--- config.mk ---
export PLATFORM = sky130hd
export DESIGN_NAME = vga_update_ctrl
export DESIGN_NICKNAME = d
export VERILOG_FILES = /design/src/rtl/vga_update_ctrl.sv
export SDC_FILE = /design/constraint.sdc
export NUM_CORES = 1
export LEC_CHECK = 0
export CAP_MARGIN = 5
export CORE_UTILIZATION = 59
export CTS_CLUSTER_DIAMETER = 80
export DETAILED_ROUTE_END_ITERATION = 7
export DONT_BUFFER_PORTS = 1
export PLACE_DENSITY = 0.74
export SLEW_MARGIN = 20
export SYNTH_ARGS = -nofsm -noshare
export SYNTH_HDL_FRONTEND = slang
export SYNTH_SLANG_ARGS = --single-unit
--- constraint.sdc ---
create_clock -name clk_vga -period 2.4 [get_ports clk_vga]
set_input_delay 0.36 -clock clk_vga [delete_from_list [all_inputs] [get_ports clk_vga]]
set_output_delay 0.36 -clock clk_vga [all_outputs]
set_load 0.05 [all_outputs]
--- src/rtl/vga_update_ctrl.sv ---
// Blanking-window scheduler: opens an update window at each vsync fall and round-robins req/gnt/done between score (bit 0) and timer (bit 1); VGA_UPD_TIMEOUT_EN builds the hold timeout and the last-line no-grant rule.
// All outputs registered, one cycle after the sampled input; a grant is held until done, timeout or window close.
module vga_update_ctrl #(
    parameter int BLANK_LINES = 30,
    parameter int MAX_HOLD    = 64,
    parameter int FRAME_W     = 8
) (
    input  logic               clk_vga,
    input  logic               rst_vga,
    input  logic               h_out_vga,
    input  logic               v_out_vga,
    input  logic [1:0]         req,
    input  logic [1:0]         done,
    output logic [1:0]         gnt,
    output logic               upd_window,
    output logic [FRAME_W-1:0] frame_cnt,
    output logic               frame_tick,
    output logic               timeout_err
);
    localparam logic [1:0] WAIT_VS = 2'd0;
    localparam logic [1:0] WINDOW  = 2'd1;
    localparam logic [1:0] GRANT   = 2'd2;
    localparam int LW = $clog2(BLANK_LINES + 1);

    if (BLANK_LINES < 1 || BLANK_LINES > 35 || MAX_HOLD < 1 || MAX_HOLD > 799) begin : g_param_check
        $error("vga_update_ctrl: BLANK_LINES or MAX_HOLD out of range");
    end

    logic [1:0]    state;
    logic          v_prev;
    logic          h_prev;
    logic [LW-1:0] line_cnt;
    logic          ptr;
    logic          v_fall;
    logic          h_fall;
    logic          closing;
    logic          grant_ok;
    logic [1:0]    pick;

    assign v_fall  = v_prev & ~v_out_vga;
    assign h_fall  = h_prev & ~h_out_vga;
    assign closing = h_fall && ((line_cnt + LW'(1)) == LW'(BLANK_LINES));

`ifdef VGA_UPD_TIMEOUT_EN
    localparam int HW = $clog2(MAX_HOLD + 1);
    logic [HW-1:0] hold_cnt;

    // The last line is off limits so a grant always finishes before the window closes.
    assign grant_ok = (line_cnt != LW'(BLANK_LINES - 1));
`else
    assign grant_ok    = 1'b1;
    assign timeout_err = 1'b0;
`endif

    // ptr=0 favours score (bit 0), ptr=1 favours timer (bit 1).
    always_comb begin
        pick = 2'b00;
        if (ptr) begin
            if (req[1])      pick = 2'b10;
            else if (req[0]) pick = 2'b01;
        end else begin
            if (req[0])      pick = 2'b01;
            else if (req[1]) pick = 2'b10;
        end
    end

    always_ff @(posedge clk_vga) begin
        if (rst_vga) begin
            state      <= WAIT_VS;
            v_prev     <= 1'b0;
            h_prev     <= 1'b0;
            line_cnt   <= '0;
            ptr        <= 1'b0;
            gnt        <= 2'b00;
            upd_window <= 1'b0;
            frame_cnt  <= '0;
            frame_tick <= 1'b0;
`ifdef VGA_UPD_TIMEOUT_EN
            hold_cnt    <= '0;
            timeout_err <= 1'b0;
`endif
        end else begin
            v_prev     <= v_out_vga;
            h_prev     <= h_out_vga;
            frame_tick <= 1'b0;
            if (v_fall) begin
                frame_cnt  <= frame_cnt + FRAME_W'(1);
                frame_tick <= 1'b1;
                line_cnt   <= '0;
                upd_window <= 1'b1;
                state      <= WINDOW;
                if (gnt != 2'b00) begin
                    gnt <= 2'b00;
                    ptr <= gnt[0];
                end
            end else if (state != WAIT_VS) begin
                if (h_fall) line_cnt <= line_cnt + LW'(1);
                if (closing) begin
                    upd_window <= 1'b0;
                    state      <= WAIT_VS;
                    if (gnt != 2'b00) begin
                        gnt <= 2'b00;
                        ptr <= gnt[0];
                    end
                end else if (state == WINDOW) begin
                    if (grant_ok && pick != 2'b00) begin
                        gnt   <= pick;
                        state <= GRANT;
`ifdef VGA_UPD_TIMEOUT_EN
                        hold_cnt <= '0;
`endif
                    end
                end else if ((done & gnt) != 2'b00) begin
                    gnt   <= 2'b00;
                    ptr   <= gnt[0];
                    state <= WINDOW;
                end
`ifdef VGA_UPD_TIMEOUT_EN
                else if (hold_cnt == HW'(MAX_HOLD - 1)) begin
                    gnt         <= 2'b00;
                    ptr         <= gnt[0];
                    state       <= WINDOW;
                    timeout_err <= 1'b1;
                end else begin
                    hold_cnt <= hold_cnt + HW'(1);
                end
`endif
            end
        end
    end
endmodule

==> run summary <==
Outcome: finished, final reports clean
Post-synthesis mux area share: 0%
Dpl hpwl: 1440 um
Reg2Reg Capture Point: ptr
RSZ-0062 raised after global routing: false
Warnings from Yosys: 0
Worst hold path endpoint: v_prev
Initial DRC count: 22
Worst r2r src: line_cnt[0]
R2R depth: 6
Post-Syn Area: 0.00106 mm2
Cts hold-fix bufs: 0
Final period util: 79.4%
F_max: 525 MHz
Synth Area in Compound Gates: 16.3%
Final Max Tran Viols: 0
Seq pwr share: 61.3%
Slew of the pin with the lowest slew margin: 0.627 ns
Synth Area in XOR/XNOR: 8.28%
IO Pins: 21
Layout Nets: 138
Row cnt: 14
Max VDD drop: 364 uV
Die Ht: 44.3 um
PwrDens: 550 mW/mm2
Die area: 0.00197 mm2
Setup tns final: 0 ns
Vias in the first global route: 777
Post-CTS setup buffer count: 0
First-pass GRT wire length: 3160 um
Crit end category: flip-flop
Critical-path cell list: ha_1 > xor2_1 > nand4b_1 > a211o_1 > a221oi_1 > o2bb2ai_1
Die width: 44.3 um
Remaining global-route overflow: 0
WS Path Type: flip-flop to flip-flop
Worst Setup Start Kind: flip-flop
Simple-gate share of the synthesized area: 25.4%
Initial Util: 66.3%
Main combinational cell family by area after synthesis: simple AND/OR/NAND/NOR gates
# clock sinks: 22
Routed WL: 1900 um
Synth Area in Adders: 3.55%
Clock share of power: 32.4%
Setup slack after layout: 0.494 ns
Via/cell ratio: 5.63
Via Count: 844
Crit-path slowest cell: dfxtp_1
Syn avg cell area: 8.67 um2
Pwr Total: 0.622 mW
Syn_nets: 133
Data arrival, critical path: 2.10 ns
Post-route DRC: 0
Core region area: 0.00159 mm2
Cell count after synthesis: 122
Root Driver: clkbuf_4
Max-cap viol count: 0
Routed wire per std cell: 12.7 um
Commonest cells after routing, fill and taps aside: dfxtp_1, nor2_1, nand2_1, xor2_1, nand4_1
CP max stage delay: 0.45 ns
Pleak: 0.418 nW
Period minus WS final: 1.91 ns
Sequential-to-total area share from yosys stat: 41.7%
Comb power frac: 6.3%
Fin. Hold Viols: 0
N_diodes: 0
Antenna violations before repair: 0
EDFF count, synth: 0
Post-route ant nets: 0
Pre-Repair DR Iteration Count: 4
H-tree levels: 1
R2R Setup Slk: 0.49 ns
Overall global routing resource usage: 21.5%
Async SR Flop Fraction: 0%
Count of final setup violators: 0
CTS tree: built
Largest net degree at the start of global routing: 18
Hold Path Stages: 1
CTS max path bufs: 2
Num CTS Buffers: 3
Hold Crit Start: rst_vga
Hold crit path type: input pin to flip-flop
Max Clock Skew: 0.00244 ns
Area added between synthesis and finish: 6.86%
Yosys cell types: 36
Sw frac: 23.0%
Clock Latency Late Sink: 0.30 ns
Data required, critical path: 2.59 ns
Clock Pin Slew Worst Setup and Hold Paths: 0.12 ns
Pint: 0.478 mW
Net Switching: 0.143 mW
Ratio of cells with drive above 1 in the final layout: 11.1%
Crit-path max FO: 6
Input/output buffers: 0
Worst slack at placement: 0.533 ns
Synthesis-stage register bit count: 22
Commonest non-fill, non-tap cell in the layout: dfxtp_1
Post-synth top flop: dfxtp_1
Routability cong.: 0.866
Slew HR: 58.1%
Post-cts resize count: 0
## cell families after synthesis
kind of cell	Yosys count
AND/OR/NAND/NOR	53
other	1
adder cells (fa/ha/maj)	3
AO/OA/AOI/OAI	24
XOR/XNOR	10
buffers and inverters	9
flip-flops	22
## per-stage QoR
stage | area, um2 | std cells | hold slack [ns] | utilization, %
after global routing | 1130 | 150 | 0.0811 | 70.9
after floorplan | 1060 | 122 | 0.477 | -
final | 1130 | 150 | 0.109 | 70.9
after CTS | 1130 | 150 | 0.101 | 70.9
after detailed placement | 1090 | 146 | 0.433 | 68.6
after global placement | 1090 | 146 | 0.431 | 68.6
## cell usage after synthesis (2+ instances only)
cell	number	area share [%]
a211oi_1	2	1.4
a21oi_1	6	2.8
a32o_1	2	1.9
clkbuf_1	2	0.71
dfxtp_1	22	42
ha_1	3	3.6
inv_1	4	1.4
nand2_1	10	3.6
nand2b_1	4	2.4
nand3_1	2	0.95
nand4_1	7	4.1
nor2_1	19	6.7
nor2b_1	3	1.8
o21ai_0	5	2.4
or3_1	2	1.2
xnor2_1	2	1.7
xor2_1	8	6.6
## power by group through the flow
stage          clock (mW)  combinational, mW  sequential, mW
2_1_floorplan           0             0.0296           0.395
3_3_place_gp            0             0.0387           0.389
3_5_place_dp            0             0.0390           0.389
4_1_cts             0.207             0.0391           0.381
5_1_grt             0.221             0.0432           0.382
6_report            0.201             0.0393           0.381
## routing by layer
layer	track usage, %	up-vias	share of wire [%]
li1	-	432	-
met1	28.3	389	48
met2	35.0	21	47
met3	4.49	2	5.1
met4	7.27	0	0.53
met5	0	-	0
## cell type report
cell class | count | area [um2]
tap | 24 | 30.0
timing repair buffer | 5 | 37.5
clock buffer | 4 | 36.3
fill | 121 | 464
sequential | 22 | 440
multi-input combinational | 91 | 571
inverter | 4 | 15.0
## critical path: cells and delay by family (launching register included)
family | cells | cell delay [ns]
adder cells (fa/ha/maj) | 1 | 0.29
XOR/XNOR | 1 | 0.16
AO/OA/AOI/OAI | 3 | 0.72
flip-flops | 1 | 0.45
AND/OR/NAND/NOR | 1 | 0.18
## how the worst max path moves through the flow
stage	start	to	slack, ns	depth (start not counted)
floorplan	line_cnt[0]	gnt[0]	0.67	6
global placement	line_cnt[0]	gnt[1]	0.60	6
detailed placement	line_cnt[0]	gnt[0]	0.53	6
CTS	line_cnt[0]	gnt[0]	0.50	6
global route	line_cnt[0]	ptr	0.33	6
finish	line_cnt[0]	ptr	0.49	6
## registers in the layout, summed over array words and instances (netlist names)
name        count
ptr             1
state           2
v_prev          1
line_cnt        5
gnt             2
h_prev          1
frame_cnt       8
upd_window      1
frame_tick      1
No activity file was read; power rests on OpenSTA's default activity.
